<file path="config.mk">
export PLATFORM = sky130hd
export DESIGN_NAME = decode_stage_rv
export DESIGN_NICKNAME = d
export VERILOG_FILES = /design/src/rtl/decode_pkg.sv /design/src/rtl/imm_gen_rv.sv /design/src/rtl/decode_stage_rv.sv
export SDC_FILE = /design/constraint.sdc
export NUM_CORES = 1
export LEC_CHECK = 0
export ABC_AREA = 1
export ABC_CLOCK_PERIOD_IN_PS = 3440
export CORE_MARGIN = 4
export CORE_UTILIZATION = 52
export DETAILED_ROUTE_END_ITERATION = 7
export PLACE_DENSITY = 0.8
export SLEW_MARGIN = 20
export SYNTH_ARGS = -nofsm -noshare
export SYNTH_HDL_FRONTEND = slang
export SYNTH_SLANG_ARGS = --single-unit
</file>
<file path="constraint.sdc">
create_clock -name clk -period 3.44 [get_ports clk]
set_clock_uncertainty 0.15 [all_clocks]
set_input_delay 0.516 -clock clk [delete_from_list [all_inputs] [get_ports clk]]
set_output_delay 0.516 -clock clk [all_outputs]
set_load 0.01 [all_outputs]
</file>
<file path="src/rtl/decode_pkg.sv">
// decode_pkg: operation codes, opcode constants, immediate formats and the decoded bundle
package decode_pkg;

  typedef enum logic [5:0] {
    OP_NOP,
    OP_ILLEGAL,
    OP_LUI,
    OP_AUIPC,
    OP_JAL,
    OP_JALR,
    OP_BEQ,
    OP_BNE,
    OP_BLT,
    OP_BGE,
    OP_BLTU,
    OP_BGEU,
    OP_LB,
    OP_LH,
    OP_LW,
    OP_LBU,
    OP_LHU,
    OP_SB,
    OP_SH,
    OP_SW,
    OP_ADDI,
    OP_SLTI,
    OP_SLTIU,
    OP_XORI,
    OP_ORI,
    OP_ANDI,
    OP_SLLI,
    OP_SRLI,
    OP_SRAI,
    OP_ADD,
    OP_SLL,
    OP_SLT,
    OP_SLTU,
    OP_XOR,
    OP_SRL,
    OP_OR,
    OP_AND,
    OP_SUB,
    OP_SRA,
    OP_FENCE,
    OP_ECALL,
    OP_EBREAK,
    OP_MUL,
    OP_MULH,
    OP_MULHSU,
    OP_MULHU,
    OP_DIV,
    OP_DIVU,
    OP_REM,
    OP_REMU
  } op_e;

  typedef enum logic [2:0] {
    IMM_NONE,
    IMM_I,
    IMM_S,
    IMM_B,
    IMM_U,
    IMM_J,
    IMM_SHAMT
  } imm_fmt_e;

  localparam logic [6:0] OPC_LUI      = 7'b0110111;
  localparam logic [6:0] OPC_AUIPC    = 7'b0010111;
  localparam logic [6:0] OPC_JAL      = 7'b1101111;
  localparam logic [6:0] OPC_JALR     = 7'b1100111;
  localparam logic [6:0] OPC_BRANCH   = 7'b1100011;
  localparam logic [6:0] OPC_LOAD     = 7'b0000011;
  localparam logic [6:0] OPC_STORE    = 7'b0100011;
  localparam logic [6:0] OPC_OPIMM    = 7'b0010011;
  localparam logic [6:0] OPC_OP       = 7'b0110011;
  localparam logic [6:0] OPC_MISC_MEM = 7'b0001111;
  localparam logic [6:0] OPC_SYSTEM   = 7'b1110011;

  localparam logic [6:0] F7_BASE = 7'b0000000;
  localparam logic [6:0] F7_ALT  = 7'b0100000;
  localparam logic [6:0] F7_MULDIV = 7'b0000001;

  typedef struct packed {
    op_e         op;
    logic [4:0]  rd;
    logic [4:0]  rs1;
    logic [4:0]  rs2;
    logic        rd_we;
    logic        rs1_used;
    logic        rs2_used;
    logic [31:0] imm;
    logic [9:0]  funct7_funct3;
    logic [31:0] pc;
    logic        illegal;
  } bundle_t;

endpackage

</file>
<file path="src/rtl/imm_gen_rv.sv">
// imm_gen_rv: sign-extended immediate for the selected RV32I instruction format
module imm_gen_rv
  import decode_pkg::*;
(
  input  logic [31:7] instr,
  input  imm_fmt_e    fmt,
  output logic [31:0] imm
);

  assign imm = fmt == IMM_I     ? {{20{instr[31]}}, instr[31:20]} :
               fmt == IMM_S     ? {{20{instr[31]}}, instr[31:25], instr[11:7]} :
               fmt == IMM_B     ? {{19{instr[31]}}, instr[31], instr[7], instr[30:25], instr[11:8], 1'b0} :
               fmt == IMM_U     ? {instr[31:12], 12'b0} :
               fmt == IMM_J     ? {{11{instr[31]}}, instr[31], instr[19:12], instr[20], instr[30:21], 1'b0} :
               fmt == IMM_SHAMT ? {27'b0, instr[24:20]} :
                                  32'b0;

endmodule

</file>
<file path="src/rtl/decode_stage_rv.sv">
// decode_stage_rv: registered RV32I(+M) decode stage with a 2-entry output buffer and flush
module decode_stage_rv
  import decode_pkg::*;
#(
  parameter bit          EN_M  = 1'b0,
  parameter int unsigned CNT_W = 16
) (
  input  logic             clk,
  input  logic             rst,
  input  logic             flush,
  input  logic             in_valid,
  output logic             in_ready,
  input  logic [31:0]      instr,
  input  logic [31:0]      pc,
  output logic             out_valid,
  input  logic             out_ready,
  output op_e              out_op,
  output logic [4:0]       out_rd,
  output logic [4:0]       out_rs1,
  output logic [4:0]       out_rs2,
  output logic             out_rd_we,
  output logic             out_rs1_used,
  output logic             out_rs2_used,
  output logic [31:0]      out_imm,
  output logic [9:0]       out_funct7_funct3,
  output logic [31:0]      out_pc,
  output logic             out_illegal,
  output logic [CNT_W-1:0] illegal_cnt
);

  logic [6:0]  opc;
  logic [2:0]  f3;
  logic [6:0]  f7;
  op_e         op;
  imm_fmt_e    fmt;
  logic        we;
  logic        u1;
  logic        u2;
  logic        ill;
  logic [31:0] imm;
  bundle_t     dec;
  bundle_t     head;
  bundle_t     tail;
  logic [1:0]  count;
  logic        push;
  logic        pop;

  assign opc = instr[6:0];
  assign f3  = instr[14:12];
  assign f7  = instr[31:25];

  // classify the encoding: operation, immediate format and register usage before legality gating
  always_comb begin
    op  = OP_ILLEGAL;
    fmt = IMM_NONE;
    we  = 1'b0;
    u1  = 1'b0;
    u2  = 1'b0;
    case (opc)
      OPC_LUI: begin
        op  = OP_LUI;
        fmt = IMM_U;
        we  = 1'b1;
      end
      OPC_AUIPC: begin
        op  = OP_AUIPC;
        fmt = IMM_U;
        we  = 1'b1;
      end
      OPC_JAL: begin
        op  = OP_JAL;
        fmt = IMM_J;
        we  = 1'b1;
      end
      OPC_JALR: begin
        op  = f3 == 3'd0 ? OP_JALR : OP_ILLEGAL;
        fmt = IMM_I;
        we  = 1'b1;
        u1  = 1'b1;
      end
      OPC_BRANCH: begin
        case (f3)
          3'd0:    op = OP_BEQ;
          3'd1:    op = OP_BNE;
          3'd4:    op = OP_BLT;
          3'd5:    op = OP_BGE;
          3'd6:    op = OP_BLTU;
          3'd7:    op = OP_BGEU;
          default: op = OP_ILLEGAL;
        endcase
        fmt = IMM_B;
        u1  = 1'b1;
        u2  = 1'b1;
      end
      OPC_LOAD: begin
        case (f3)
          3'd0:    op = OP_LB;
          3'd1:    op = OP_LH;
          3'd2:    op = OP_LW;
          3'd4:    op = OP_LBU;
          3'd5:    op = OP_LHU;
          default: op = OP_ILLEGAL;
        endcase
        fmt = IMM_I;
        we  = 1'b1;
        u1  = 1'b1;
      end
      OPC_STORE: begin
        case (f3)
          3'd0:    op = OP_SB;
          3'd1:    op = OP_SH;
          3'd2:    op = OP_SW;
          default: op = OP_ILLEGAL;
        endcase
        fmt = IMM_S;
        u1  = 1'b1;
        u2  = 1'b1;
      end
      OPC_OPIMM: begin
        case (f3)
          3'd0:    op = OP_ADDI;
          3'd1:    op = f7 == F7_BASE ? OP_SLLI : OP_ILLEGAL;
          3'd2:    op = OP_SLTI;
          3'd3:    op = OP_SLTIU;
          3'd4:    op = OP_XORI;
          3'd5:    op = f7 == F7_BASE ? OP_SRLI : f7 == F7_ALT ? OP_SRAI : OP_ILLEGAL;
          3'd6:    op = OP_ORI;
          default: op = OP_ANDI;
        endcase
        fmt = f3 == 3'd1 || f3 == 3'd5 ? IMM_SHAMT : IMM_I;
        we  = 1'b1;
        u1  = 1'b1;
      end
      OPC_OP: begin
        if (f7 == F7_BASE) op = op_e'(OP_ADD + 6'(f3));
        else if (f7 == F7_ALT && f3 == 3'd0) op = OP_SUB;
        else if (f7 == F7_ALT && f3 == 3'd5) op = OP_SRA;
        else if (f7 == F7_MULDIV && EN_M) op = op_e'(OP_MUL + 6'(f3));
        we = 1'b1;
        u1 = 1'b1;
        u2 = 1'b1;
      end
      OPC_MISC_MEM: op = f3 == 3'd0 ? OP_FENCE : OP_ILLEGAL;
      OPC_SYSTEM: begin
        op = instr[31:7] == 25'd0                  ? OP_ECALL  :
             instr[31:7] == {12'h001, 13'h0000}    ? OP_EBREAK :
                                                     OP_ILLEGAL;
      end
      default: op = OP_ILLEGAL;
    endcase
  end

  assign ill = op == OP_ILLEGAL;

  imm_gen_rv u_imm (
    .instr (instr[31:7]),
    .fmt   (ill ? IMM_NONE : fmt),
    .imm   (imm)
  );

  // assemble the bundle; an illegal encoding carries no register usage, immediate or funct fields
  always_comb begin
    dec.op            = op;
    dec.rd            = instr[11:7];
    dec.rs1           = instr[19:15];
    dec.rs2           = instr[24:20];
    dec.rd_we         = we && !ill && instr[11:7] != 5'd0;
    dec.rs1_used      = u1 && !ill;
    dec.rs2_used      = u2 && !ill;
    dec.imm           = imm;
    dec.funct7_funct3 = opc == OPC_OP && !ill ? {f7, f3} : 10'd0;
    dec.pc            = pc;
    dec.illegal       = ill;
  end

  assign in_ready  = count != 2'd2 && !rst;
  assign out_valid = count != 2'd0;
  assign push      = in_valid && in_ready && !flush;
  assign pop       = out_valid && out_ready;

  // two-entry buffer: head drives the outputs, tail shifts up on pop; flush empties it like reset
  always_ff @(posedge clk) begin
    if (rst || flush) begin
      count <= 2'd0;
      head  <= '0;
      tail  <= '0;
    end else begin
      count <= count + 2'(push) - 2'(pop);
      if (pop) head <= count == 2'd2 ? tail : push ? dec : '0;
      else if (push && count == 2'd0) head <= dec;
      if (push && !pop && count == 2'd1) tail <= dec;
    end
  end

  // saturating count of illegal bundles taken by the consumer
  always_ff @(posedge clk) begin
    if (rst) illegal_cnt <= '0;
    else if (pop && head.illegal && !(&illegal_cnt)) illegal_cnt <= illegal_cnt + CNT_W'(1);
  end

  assign out_op            = head.op;
  assign out_rd            = head.rd;
  assign out_rs1           = head.rs1;
  assign out_rs2           = head.rs2;
  assign out_rd_we         = head.rd_we;
  assign out_rs1_used      = head.rs1_used;
  assign out_rs2_used      = head.rs2_used;
  assign out_imm           = head.imm;
  assign out_funct7_funct3 = head.funct7_funct3;
  assign out_pc            = head.pc;
  assign out_illegal       = head.illegal;

endmodule

</file>
## Word-level counts from Yosys, hierarchy flattened

Index checks and enable logic that the tools add are counted.

| storage, ports and cells | value |
|---|---|
| input bits | 69 |
| output and inout bits | 117 |
| word-level logic and storage cells | 126 |
| register bits after elaboration | 216 |

| operators by class | value |
|---|---|
| reductions and logical operators | 36 |
| muxes and demuxes | 32 |
| eq/ne operators | 30 |
| $add $sub $neg | 4 |

Operators by type and width:

| operator | count |
|---|---|
| $mux 99 | 4 |
| $mux 32 | 5 |
| $pmux 6 s11 | 1 |
| $mux 6 | 6 |
| $pmux 5 s7 | 1 |
| $eq 7x6->1 const B | 4 |
| $eq 7x7->1 const B | 4 |
| $eq 25x14->1 const B | 1 |
| $logic_not 25->1 | 1 |
| $pmux 5 s5 | 1 |
| $pmux 4 s6 | 1 |
| $eq 3x3->1 const B | 7 |
| $mux 5 | 4 |
| $pmux 3 s6 | 1 |
| $add 16x1->16 const B | 1 |
| $logic_and 1x1->1 | 16 |
| $reduce_and 16->1 | 1 |
| $pmux 5 s3 | 1 |
| $eq 7x5->1 const B | 2 |
| $eq 3x2->1 const B | 4 |
| $mux 10 | 1 |
| $mux 3 | 3 |
| $eq 7x2->1 const B | 1 |
| $eq 7x4->1 const B | 1 |
| 20 further kinds | 30 |

## Longest topological paths before layout

Gate-level depths: netlist of run 1.

| logic depth | value |
|---|---|
| depth in word-level cells | 18 |
| mapped depth | 19 |
| depth with buffers taken out | 19 |

## Cells and area by module

Synthesis of run 1 repeated with hierarchy kept, for this count alone.

| unflattened totals | value |
|---|---|
| cell total of the unflattened synthesis | 1432 |
| area total of the unflattened synthesis | 9968.3 µm² |

By module, submodules not included:

| module | area an instance (µm²) | cells each | seq. area each (µm²) | instances |
|---|---|---|---|---|
| decode_stage_rv | 9449.1 | 1322 | 4324.1 | 1 |
| imm_gen_rv | 519.2 | 110 | 0.0 | 1 |

## Worst setup path after synthesis of run 1

OpenSTA, ideal clock, no wires.

| timing path | value |
|---|---|
| path type | input to register |
| from | input port instr[13] |
| to | register head (netlist bit out_imm[20]) |
| buffers on the path | 1 |
| library setup time | 0.119 ns |
| slack | 0.843 ns |
| data arrival time | 2.327 ns |
| cell stages on the path | 17 |
| data required time | 3.171 ns |
| cells stage by stage | inv_1 > ha_1 > nand2_1 > inv_2 > o211ai_1 > nand2_1 > nand2_1 > nor2_1 > nor2_1 > nand2_1 > nor2_2 > nand2_4 > nand4_1 > buf_4 > nand3b_1 > o21ai_1 > a21oi_1 |

| between the ends | value |
|---|---|
| word-level cells in the longest chain between the ends | 17 |
| elaborated cells between the ends (all ways) | 44 |
| those cells by class | 1 x add/sub; 14 x eq/ne; 24 x mux; 5 x reduce/logical |

Ends and longest elaborated chain:

| item | RTL line | RTL |
|---|---|---|
| start: declaration | decode_stage_rv.sv:13 | `input logic [31:0] instr,` |
| branches (longest 7 deep; another with $add 5x3->6) | n/a |  |
| $mux 3 (*) | decode_stage_rv.sv:157 | `.fmt (ill ? IMM_NONE : fmt),` |
| $eq 3x3->1 | imm_gen_rv.sv:14 | `fmt == IMM_J ? {{11{instr[31]}}, instr[31], instr[19:12], instr[20], instr[30:21], 1'b0} :` |
| $mux 32 | imm_gen_rv.sv:14 |  |
| $mux 32 | imm_gen_rv.sv:13 | `fmt == IMM_U ? {instr[31:12], 12'b0} :` |
| $mux 32 | imm_gen_rv.sv:12 | `fmt == IMM_B ? {{19{instr[31]}}, instr[31], instr[7], instr[30:25], instr[11:8], 1'b0} :` |
| $mux 32 | imm_gen_rv.sv:11 | `fmt == IMM_S ? {{20{instr[31]}}, instr[31:25], instr[11:7]} :` |
| $mux 32 (*) | imm_gen_rv.sv:10 | `assign imm = fmt == IMM_I ? {{20{instr[31]}}, instr[31:20]} :` |
| $mux 99 (2 in series) | decode_stage_rv.sv:189 | `if (pop) head <= count == 2'd2 ? tail : push ? dec : '0;` |
| $mux 99 (*) | decode_stage_rv.sv:189 |  |
| end signal: assignment | decode_stage_rv.sv:189 |  |
| end: declaration | decode_stage_rv.sv:42 | `bundle_t head;` |

Every way passes the cells marked *. The select of a mux whose other input is x is not followed.
A chain may end at the register's enable or synchronous reset.

## Worst setup path after layout of run 1

| timing path | value |
|---|---|
| from | input port instr[12] |
| to | register head (netlist bit out_imm[30]) |

Same word-level chain as after synthesis.

==> impl_metrics.tcl, run 1 <==
set metrics [dict create \
    status "finished clean" \
    path_clk_slew_ps 60 \
    setup-tns-final_ps 0 \
    startpoint_type "input port" \
    maxSlewViolCount 0 \
    ctsHtreeMaxLevel 1 \
    nFillCells 1524 \
    drt-vias-per-instance 5.65 \
    post-dp-hpwl_mm 20.2 \
    numCtsBuffers 23 \
    die_area_mm2 0.0213 \
    end_kind "flip-flop" \
    async_flop_share_pct 0 \
    tightestPinTransition_ps 696 \
    max_freq_ghz 0.312 \
    path_max_fanout 20 \
    crit_chain "clkdlybuf4s50_1, inv_1, ha_1, nand2_1, inv_1, nor3_1, o21ai_0, inv_1, nand4_1, a21oi_2, nand2_4, buf_4, nand4_1, buf_12, nand3b_1, o21ai_1, a21oi_1" \
    cpPeakStageDelay_ps 560 \
    whs_ps 286 \
    cts_tree "done" \
    drt_iter0_drc 914 \
    drtAntennaViolNets 0 \
    fin_crit_sh_pct 93.3 \
    die_w_um 146 \
    syn-instance-count 1411 \
    synth_ff_type "dfxtp_1" \
    grtUsageTotal_pct 27.9 \
    ys_warn_count 0 \
    hold_violations 0 \
    syn-cell-area_mm2 0.00988 \
    core_area_mm2 0.0187 \
    row_count 50 \
    powerDensity_mw_per_mm2 441 \
    clk_latency_ps 520 \
    p_leak_nw 5.47 \
    antenna_found_initial 0 \
    slowest_stage "clkdlybuf4s50_1" \
    total_power_mw 5.78 \
    slew_headroom_pct 53.6 \
    syn_nets 1494 \
    wl_per_cell_um 16.9 \
    tritoncts_num_sinks 216 \
    finalNetCount 1679 \
    routed_wl_mm 31.3 \
    avgSynthCellArea_um2 7.00 \
    yosysSeqAreaShare_pct 43.8 \
    grt_max_degree 176 \
    root_buffer "clkbuf_16" \
    arrival_ps 3460 \
    worstSetupPathType "input port to flip-flop" \
    syn_to_final_growth_pct 32.8 \
    io_pins 186 \
    num_vias 10400 \
    antenna_cells 0 \
    drive_gt1_share_pct 9.18 \
    synth-edff-count 0 \
    portBuffers 185 \
    setup_viol 0 \
    rsz0062_at_grt "false" \
    grt_pass1_wl_mm 50.2 \
    hold_class "flip-flop to flip-flop" \
    cts_setup_buffers 0 \
    critical_path.most_common_cell "inv_1" \
    cap_viol_max_count 0 \
    cp.required_ps 3690 \
    die_h_um 146 \
    ys_seq_elements 216 \
    ir_drop_uv 391 \
    synth_cell_types 37 \
    layout_commonest_cell "a21oi_1" \
    grt_overflow 0 \
    clockBufferDepth 3 \
    final_cell_mix "a21oi_1, nand2_1, dfxtp_1, o21ai_0, clkdlybuf4s50_1" \
    grt_pass1_vias 10000 \
    drc 0 \
    finalCriticalPeriod_ps 3210 \
    gp_congestion 0.925 \
    start_util_pct 52.8 \
    dr.pass1.iters 5 \
]
## layer usage
layer  share of wire, %  routed length, um  up-vias  global-route usage, %
met2                 48              15100      460                   47.1
met3                7.6               2370       71                   3.86
met1                 41              12900     4825                   36.5
li1                   -                  -     5076                      -
met5                  0                  0        -                      0
met4                3.1                979        0                   10.1
## stage by stage
stage                     cells  utilization, %  cell area [um2]  setup slack, ps
after floorplan            1411               -             9880              843
after global placement     1804            65.7            12300             -260
after detailed placement   1804            65.7            12300             -310
after CTS                  1846            70.0            13100              200
after global routing       1847            70.1            13100             2.89
final                      1847            70.1            13100              231
## critical path, delay by kind of cell
family,cells,cell delay [ps]
buffers and inverters,6,1140
and+or+nand+nor,6,920
AOI/OAI and AO/OA,4,610
adders and majority gates,1,270
## registers in the layout, indices dropped and copies added (netlist names)
| name | cells |
|---|---|
| out_pc | 32 |
| out_funct7_funct3 | 10 |
| out_illegal | 1 |
| tail | 99 |
| illegal_cnt | 16 |
| count | 2 |
| out_rs1_used | 1 |
| out_rd_we | 1 |
| out_op | 6 |
| out_rs1 | 5 |
| out_rd | 5 |
| out_rs2_used | 1 |
| out_imm | 32 |
| out_rs2 | 5 |
## final timing paths
check	slack, ps	cells after the start	start	end
setup / recovery	230	17	instr[12]	out_imm[30]
hold / removal	290	2	tail[39]	tail[39]
setup reg to reg	930	12	illegal_cnt[1]	illegal_cnt[15]
hold reg to reg	290	2	tail[39]	tail[39]
## final cells by class
type	instances	area, um2	share of cell area [%]
clock inverters	10	165	1.26
well taps	234	293	2.23
inverters	88	332	2.53
clock buffers	32	649	4.95
multi-input cells	1014	4880	37.2
repair buffers	253	2470	18.9
flip-flops and latches	216	4320	33.0
## kinds of logic after synthesis
kind of cell	share of synthesized area [%]
DFF	43.8
AOI/OAI and AO/OA	24.8
buffers and inverters	7.29
adders and majority gates	1.77
and+or+nand+nor	22.2
xor gates and xnor gates	0.177
## power breakdown
part           switching, mW  total, mW  internal (mW)
registers             0.0221       2.56           2.54
clock network           1.02       2.65           1.63
logic                  0.317      0.564          0.248
## synthesized netlist by cell type, drive strengths merged, types with 2 or more instances
library cell	count	area [um2]
nor3	15	80.1
nand3	46	240
o211ai	4	30.0
inv	87	327
o21bai	2	15.0
nand3b	12	90.1
dfxtp	216	4320
o21ai	224	1120
nor3b	2	15.0
a211oi	2	15.0
nand2	233	892
a21oi	248	1240
nand4	7	65.1
ha	14	175
clkbuf	83	312
nor2	196	795
buf	11	78.8
nor4	3	18.8
## what timing repair did
action                     in CTS  in global routing
hold buffers                    0                  0
gates resized for setup         0                  3
setup endpoints to repair       0                 44
Power figures use the tool's default switching activity.
==> run 2: changes to the inputs <==
--- a/config.mk
+++ b/config.mk
@@ -6,12 +6,12 @@
 export NUM_CORES = 1
 export LEC_CHECK = 0
 export ABC_AREA = 1
-export ABC_CLOCK_PERIOD_IN_PS = 3440
 export CORE_MARGIN = 4
-export CORE_UTILIZATION = 52
+export CORE_UTILIZATION = 53
 export DETAILED_ROUTE_END_ITERATION = 7
-export PLACE_DENSITY = 0.8
+export PLACE_DENSITY = 0.81
 export SLEW_MARGIN = 20
 export SYNTH_ARGS = -nofsm -noshare
 export SYNTH_HDL_FRONTEND = slang
+export SYNTH_HIERARCHICAL = 1
 export SYNTH_SLANG_ARGS = --single-unit
==> run 2 against run 1 <==
Net effect: fmax barely moved; sequential share of layout area decreased by 1.4 points; die area decreased by 0.95%; sequential power about the same; via count up 3.2%; largest cell class unchanged.
==> impl_metrics.tcl, run 2 <==
set metrics [dict create \
    routed_wl_mm 32.6 \
    ctsHtreeMaxLevel 1 \
    row_count 49 \
    p_leak_nw 5.80 \
    switching_share_pct 24.2 \
    die_area_mm2 0.0211 \
    cap_viol_max_count 0 \
    portBuffers 185 \
    synth_common_cells "nor2_1, nand2_1, dfxtp_1" \
    synth_cell_types 40 \
    postPlaceCellArea_mm2 0.0128 \
    drtAntennaViolNets 0 \
    num_vias 10800 \
    layout_commonest_cell "nor2_1" \
    ys_seq_elements 216 \
    max_freq_ghz 0.312 \
    largest_reg_flops 99 \
    combPwrFrac_pct 10.3 \
    hold_violations 0 \
    gp_congestion 0.939 \
    grtUsageTotal_pct 29.0 \
    end_kind "flip-flop" \
    grt_overflow 0 \
    finalNetCount 1760 \
    synth-edff-count 0 \
    drc 0 \
    yosysSeqAreaShare_pct 43.4 \
    synth_ff_type "dfxtp_1" \
    ir_drop_uv 398 \
    path_max_fanout 10 \
    setup_viol 0 \
    syn_nets 1511 \
    powerDensity_mw_per_mm2 425 \
    setup-tns-final_ps 0 \
    internal_power_mw 4.41 \
    grt_max_degree 169 \
    drive_gt1_share_pct 14.4 \
    cp.required_ps 3710 \
    clk_latency_ps 530 \
    final_cell_mix "nor2_1, nand2_1, dfxtp_1, a21oi_1, o21ai_0" \
    io_pins 186 \
    tightestPinTransition_ps 648 \
    drt-vias-per-instance 5.59 \
    die_w_um 145 \
    syn-cell-area_mm2 0.00997 \
    finalCriticalPeriod_ps 3210 \
    tritoncts_num_sinks 216 \
    yosysMostFrequentCell "nor2_1" \
    arrival_ps 3480 \
    syn-instance-count 1432 \
    clockBufferDepth 3 \
    grt_pass1_wl_mm 52.4 \
    worstSetupPathType "input port to flip-flop" \
    root_buffer "clkbuf_16" \
    grt_pass1_vias 10300 \
    cts_tree "done" \
    switching_power_mw 1.41 \
    ys_warn_count 6 \
    synth.largest_area_cell "dfxtp_1" \
    die_h_um 145 \
    start_util_pct 54.7 \
    async_flop_share_pct 0 \
    cts_hold_buffers 0 \
    p_clk_share_pct 45.7 \
    whs_ps 290 \
    wl_per_cell_um 16.9 \
    dr.pass1.iters 5 \
    avgSynthCellArea_um2 6.96 \
    antenna_cells 0 \
    largest-register "tail" \
    antenna_found_initial 0 \
    drt_iter0_drc 931 \
    core_area_mm2 0.0182 \
    seqPwrFrac_pct 44.0 \
    fin_crit_sh_pct 93.2 \
    path_clk_slew_ps 60 \
    synthTopCellsByArea "dfxtp_1, a21oi_1, o21ai_0" \
    status "finished clean" \
    slew_headroom_pct 56.8 \
    hold_class "flip-flop to flip-flop" \
    maxSlewViolCount 0 \
    yosysTopAreaCellShare_pct 43.4 \
    numCtsBuffers 24 \
    post-dp-hpwl_mm 21.6 \
    startpoint_type "input port" \
    syn_to_final_growth_pct 37.3 \
    fin_area_mm2 0.0137 \
]
[run 2: per-layer routing]
metal  vias up  global-route usage [%]  wire, um
li1       5231                       -         -
met1      4991                    38.6     13800
met2       479                    48.0     15200
met3        68                    5.83      2750
met4         0                    8.83       886
met5         -                       0         0
[run 2: worst paths after layout]
path / from / to / slack, ps / cells past startpoint
worst max-delay path: instr[14] / tail[70] / 230 / 21
worst min-delay path: tail[38] / tail[38] / 290 / 2
worst max register to register: count[1] / out_pc[24] / 1030 / 11
worst min register to register: tail[38] / tail[38] / 290 / 2
[run 2: power groups by stage]
stage	clock network, mW	registers (mW)	logic (mW)
3_3_place_gp	0	2.61	0.579
2_1_floorplan	0	2.62	0.255
6_report	2.66	2.56	0.598
3_5_place_dp	0	2.61	0.582
4_1_cts	2.68	2.56	0.588
5_1_grt	2.78	2.56	0.650
[run 2: logic make-up (layout without fill, tap and decap cells)]
kind of cell	Yosys count	count (layout)	share of synthesized area, %
and+or+nand+nor	587	587	25.4
AOI/OAI and AO/OA	439	439	22.6
DFF	216	216	43.4
buffers and inverters	177	444	7.09
adders and majority gates	10	10	1.26
xor gates and xnor gates	3	3	0.264
[run 2: worst max-delay path, cell delays in order]
cell and delay [ps]:
clkdlybuf4s50_1 400, buf_4 170, ha_1 200, a21oi_1 180, nand3_1 120, nand2_1 90, nand2_1 60, a21oi_1 110
nand3_1 150, nor2_2 160, nand3_4 100, inv_2 90, a31oi_2 50, buf_4 170, nand2_1 170, nor2_4 90
o21ai_4 170, buf_12 140, nand3_1 110, o21ai_0 180, nor2_1 50
[run 2: cell type report]
cell class                      instances  area (um2)
Tap cell                              229         287
Timing Repair Buffer                  310        2900
Clock buffer                           33         674
Fill cell                            1422        4520
Inverter                               90         342
Clock inverter                         11         144
Multi-Input combinational cell       1039        5020
Sequential cell                       216        4320
[run 2: timing repair]
action,CTS,global route
setup buffers,1,1
endpoints found under the setup margin,1,64
pin swaps,1,2
resized for setup,0,34
[run 2: stage by stage]
step                      utilization (%)  std cells  worst slack (ps)  total power, mW
after CTS                            74.7       1927              71.3             5.82
after detailed placement             70.1       1882              -541             3.19
after floorplan                         -       1432               186             2.88
final                                75.2       1928               233             5.81
after global routing                 75.2       1928             -9.47             5.99
after global placement               70.1       1882              -504             3.19
==> run 3: changes to the inputs <==
--- a/config.mk
+++ b/config.mk
@@ -10,6 +10,7 @@
 export CORE_UTILIZATION = 53
 export DETAILED_ROUTE_END_ITERATION = 7
 export PLACE_DENSITY = 0.81
+export RECOVER_POWER = 100
 export SLEW_MARGIN = 20
 export SYNTH_ARGS = -nofsm -noshare
 export SYNTH_HDL_FRONTEND = slang
==> run 3 against run 2 <==
Net effect: routed wire length fell by 0.65%; non-clock buffer count did not move; worst hold slack improved by 1.9 ps; setup slack improved by 7.2 ps; cell area fell by 0.46%; power fell by 0.53%; register-to-register slack got worse by 540 ps; clock power barely moved; critical endpoint unchanged; largest power group unchanged; highest routed layer unchanged.
==> impl_metrics.tcl, run 3 (synthesized netlist as in run 2, its figures left out) <==
set metrics [dict create \
    root_buffer "clkbuf_16" \
    place_inst 1882 \
    end_kind "flip-flop" \
    arrival_ps 3460 \
    grt_overflow 0 \
    numCtsBuffers 24 \
    final_cell_mix "nor2_1, nand2_1, dfxtp_1, a21oi_1, o21ai_0" \
    row_count 49 \
    wl_met3_mm 2.69 \
    setup_viol 0 \
    core_area_mm2 0.0182 \
    cp.required_ps 3700 \
    grt_pass1_wl_mm 52.4 \
    path_clk_slew_ps 60 \
    ir_drop_uv 399 \
    finalNonFillerCells 1928 \
    wl_per_cell_um 16.8 \
    finalCriticalPeriod_ps 3200 \
    whs_endpoint "tail[40]" \
    rsz0062_at_grt "false" \
    num_vias 10800 \
    clk_latency_ps 520 \
    routed_wl_mm 32.4 \
    ctsHtreeMaxLevel 1 \
    final_util_pct 74.8 \
    layout_commonest_cell "nor2_1" \
    drt_iter0_drc 916 \
    syn_to_final_growth_pct 36.7 \
    maxSlewViolCount 0 \
    drc 0 \
    hold_class "flip-flop to flip-flop" \
    regArea_mm2 0.00432 \
    setup_slack_ps 240 \
    r2r_cells 11 \
    dr.pass1.iters 6 \
    die_h_um 145 \
    crit_chain "clkdlybuf4s50_1, buf_4, ha_1, a21oi_1, nand3_1, nand2_1, nand2_1, a21oi_1, nand3_1, nor2_2, nand3_4, inv_2, a31oi_2, buf_4, nand2_1, nor2_4, o21ai_4, buf_12, nand3_1, o21ai_0, nor2_1" \
    antenna_found_initial 0 \
    cpPeakStageDelay_ps 400 \
    drt-vias-per-instance 5.60 \
    antenna_cells 0 \
    gp_congestion 0.939 \
    slew_headroom_pct 34.7 \
    tightestPinTransition_ps 979 \
    ff2ff_setup_slack_ps 490 \
    tritoncts_num_sinks 216 \
    path_max_fanout 10 \
    grt_max_degree 169 \
    max_freq_ghz 0.312 \
    worstSetupPathType "input port to flip-flop" \
    start_util_pct 54.7 \
    nFillCells 1436 \
    drive_gt1_share_pct 13.9 \
    pre_cts_slack_ps -541 \
    drtAntennaViolNets 0 \
    cts_hold_buffers 0 \
    finalNetCount 1760 \
    slowest_stage "clkdlybuf4s50_1" \
    rr_endpoint "out_pc[24]" \
    multi_input_area_mm2 0.00499 \
    wl_met2_mm 15.1 \
    status "finished clean" \
    hold_depth 2 \
    fin_crit_sh_pct 93.0 \
    clockBufferDepth 3 \
    hold_violations 0 \
    r2r_start "count[1]" \
    cts_tree "done" \
    portBuffers 185 \
    io_pins 186 \
    die_w_um 145 \
    min_from "tail[40]" \
    post-dp-hpwl_mm 21.6 \
    cap_viol_max_count 0 \
    largest-register "tail" \
    p_leak_nw 6.16 \
    grt_pass1_vias 10300 \
    largest_reg_flops 99 \
    wl_met1_mm 13.7 \
    startpoint_type "input port" \
    grtUsageTotal_pct 29.0 \
    die_area_mm2 0.0211 \
    maxUsedRoutingLayer "met4" \
    powerDensity_mw_per_mm2 424 \
]
==> run 3: cell count changes in the layout (fill, tap and decap cells not counted), sizes merged <==
cell and delta:
dlygate4sd3 +118, buf -9, clkinv -1, clkinvlp +1
clkbuf +9, clkdlybuf4s50 -118
==> run 3: worst max path at each step <==
stage | end | startpoint | slack, ps | cells past startpoint
floorplan | tail[65] | instr[13] | 190 | 18
global placement | tail[62] | instr[12] | -500 | 22
detailed placement | tail[62] | instr[12] | -540 | 22
CTS | tail[62] | instr[12] | 70 | 23
global route | tail[54] | instr[0] | 6 | 21
finish | tail[70] | instr[14] | 240 | 21
==> run 3: final cells by class <==
class,instances,area share (%)
Clock buffer,33,4.95
Timing Repair Buffer,310,21.0
Inverter,90,2.51
Tap cell,229,2.10
Multi-Input combinational cell,1039,36.6
Sequential cell,216,31.7
Clock inverter,11,1.06
==> run 3: worst max-delay path: cells and delay by family <==
family | cells | cell delay (ps)
AOI/OAI and AO/OA | 5 | 700
adders and majority gates | 1 | 200
buffers and inverters | 5 | 970
and+or+nand+nor | 10 | 1080
==> run 3: where the power goes <==
group / switching [mW] / internal, mW
Combinational: 0.326 / 0.254
Sequential: 0.0193 / 2.54
Clock: 1.05 / 1.60
Total: 1.39 / 4.39
==> run 3: stage by stage <==
| stage | power [mW] | hold WS, ps | TNS [ps] | cell area, um2 |
|---|---|---|---|---|
| finish | 5.78 | 292 | 0 | 13600 |
| global route | 5.98 | 308 | 0 | 13600 |
| CTS | 5.82 | 291 | 0 | 13600 |
| detailed placement | 3.19 | 281 | -26360 | 12800 |
| global placement | 3.19 | 276 | -26060 | 12800 |
| floorplan | 2.88 | 269 | 0 | 9970 |
==> run 3: timing repair <==
item                                    in CTS  in global routing
cloned                                       0                  0
buffers inserted                             1                  1
endpoints found under the setup margin       1                 64
resized for setup                            0                 34
pin swaps                                    1                  2
==> run 3: layer usage <==
metal  global-route usage [%]  vias up
met4                     8.83        0
met5                        0        -
met1                     38.6     5014
met3                     5.83       77
met2                     48.0      476
li1                         -     5230
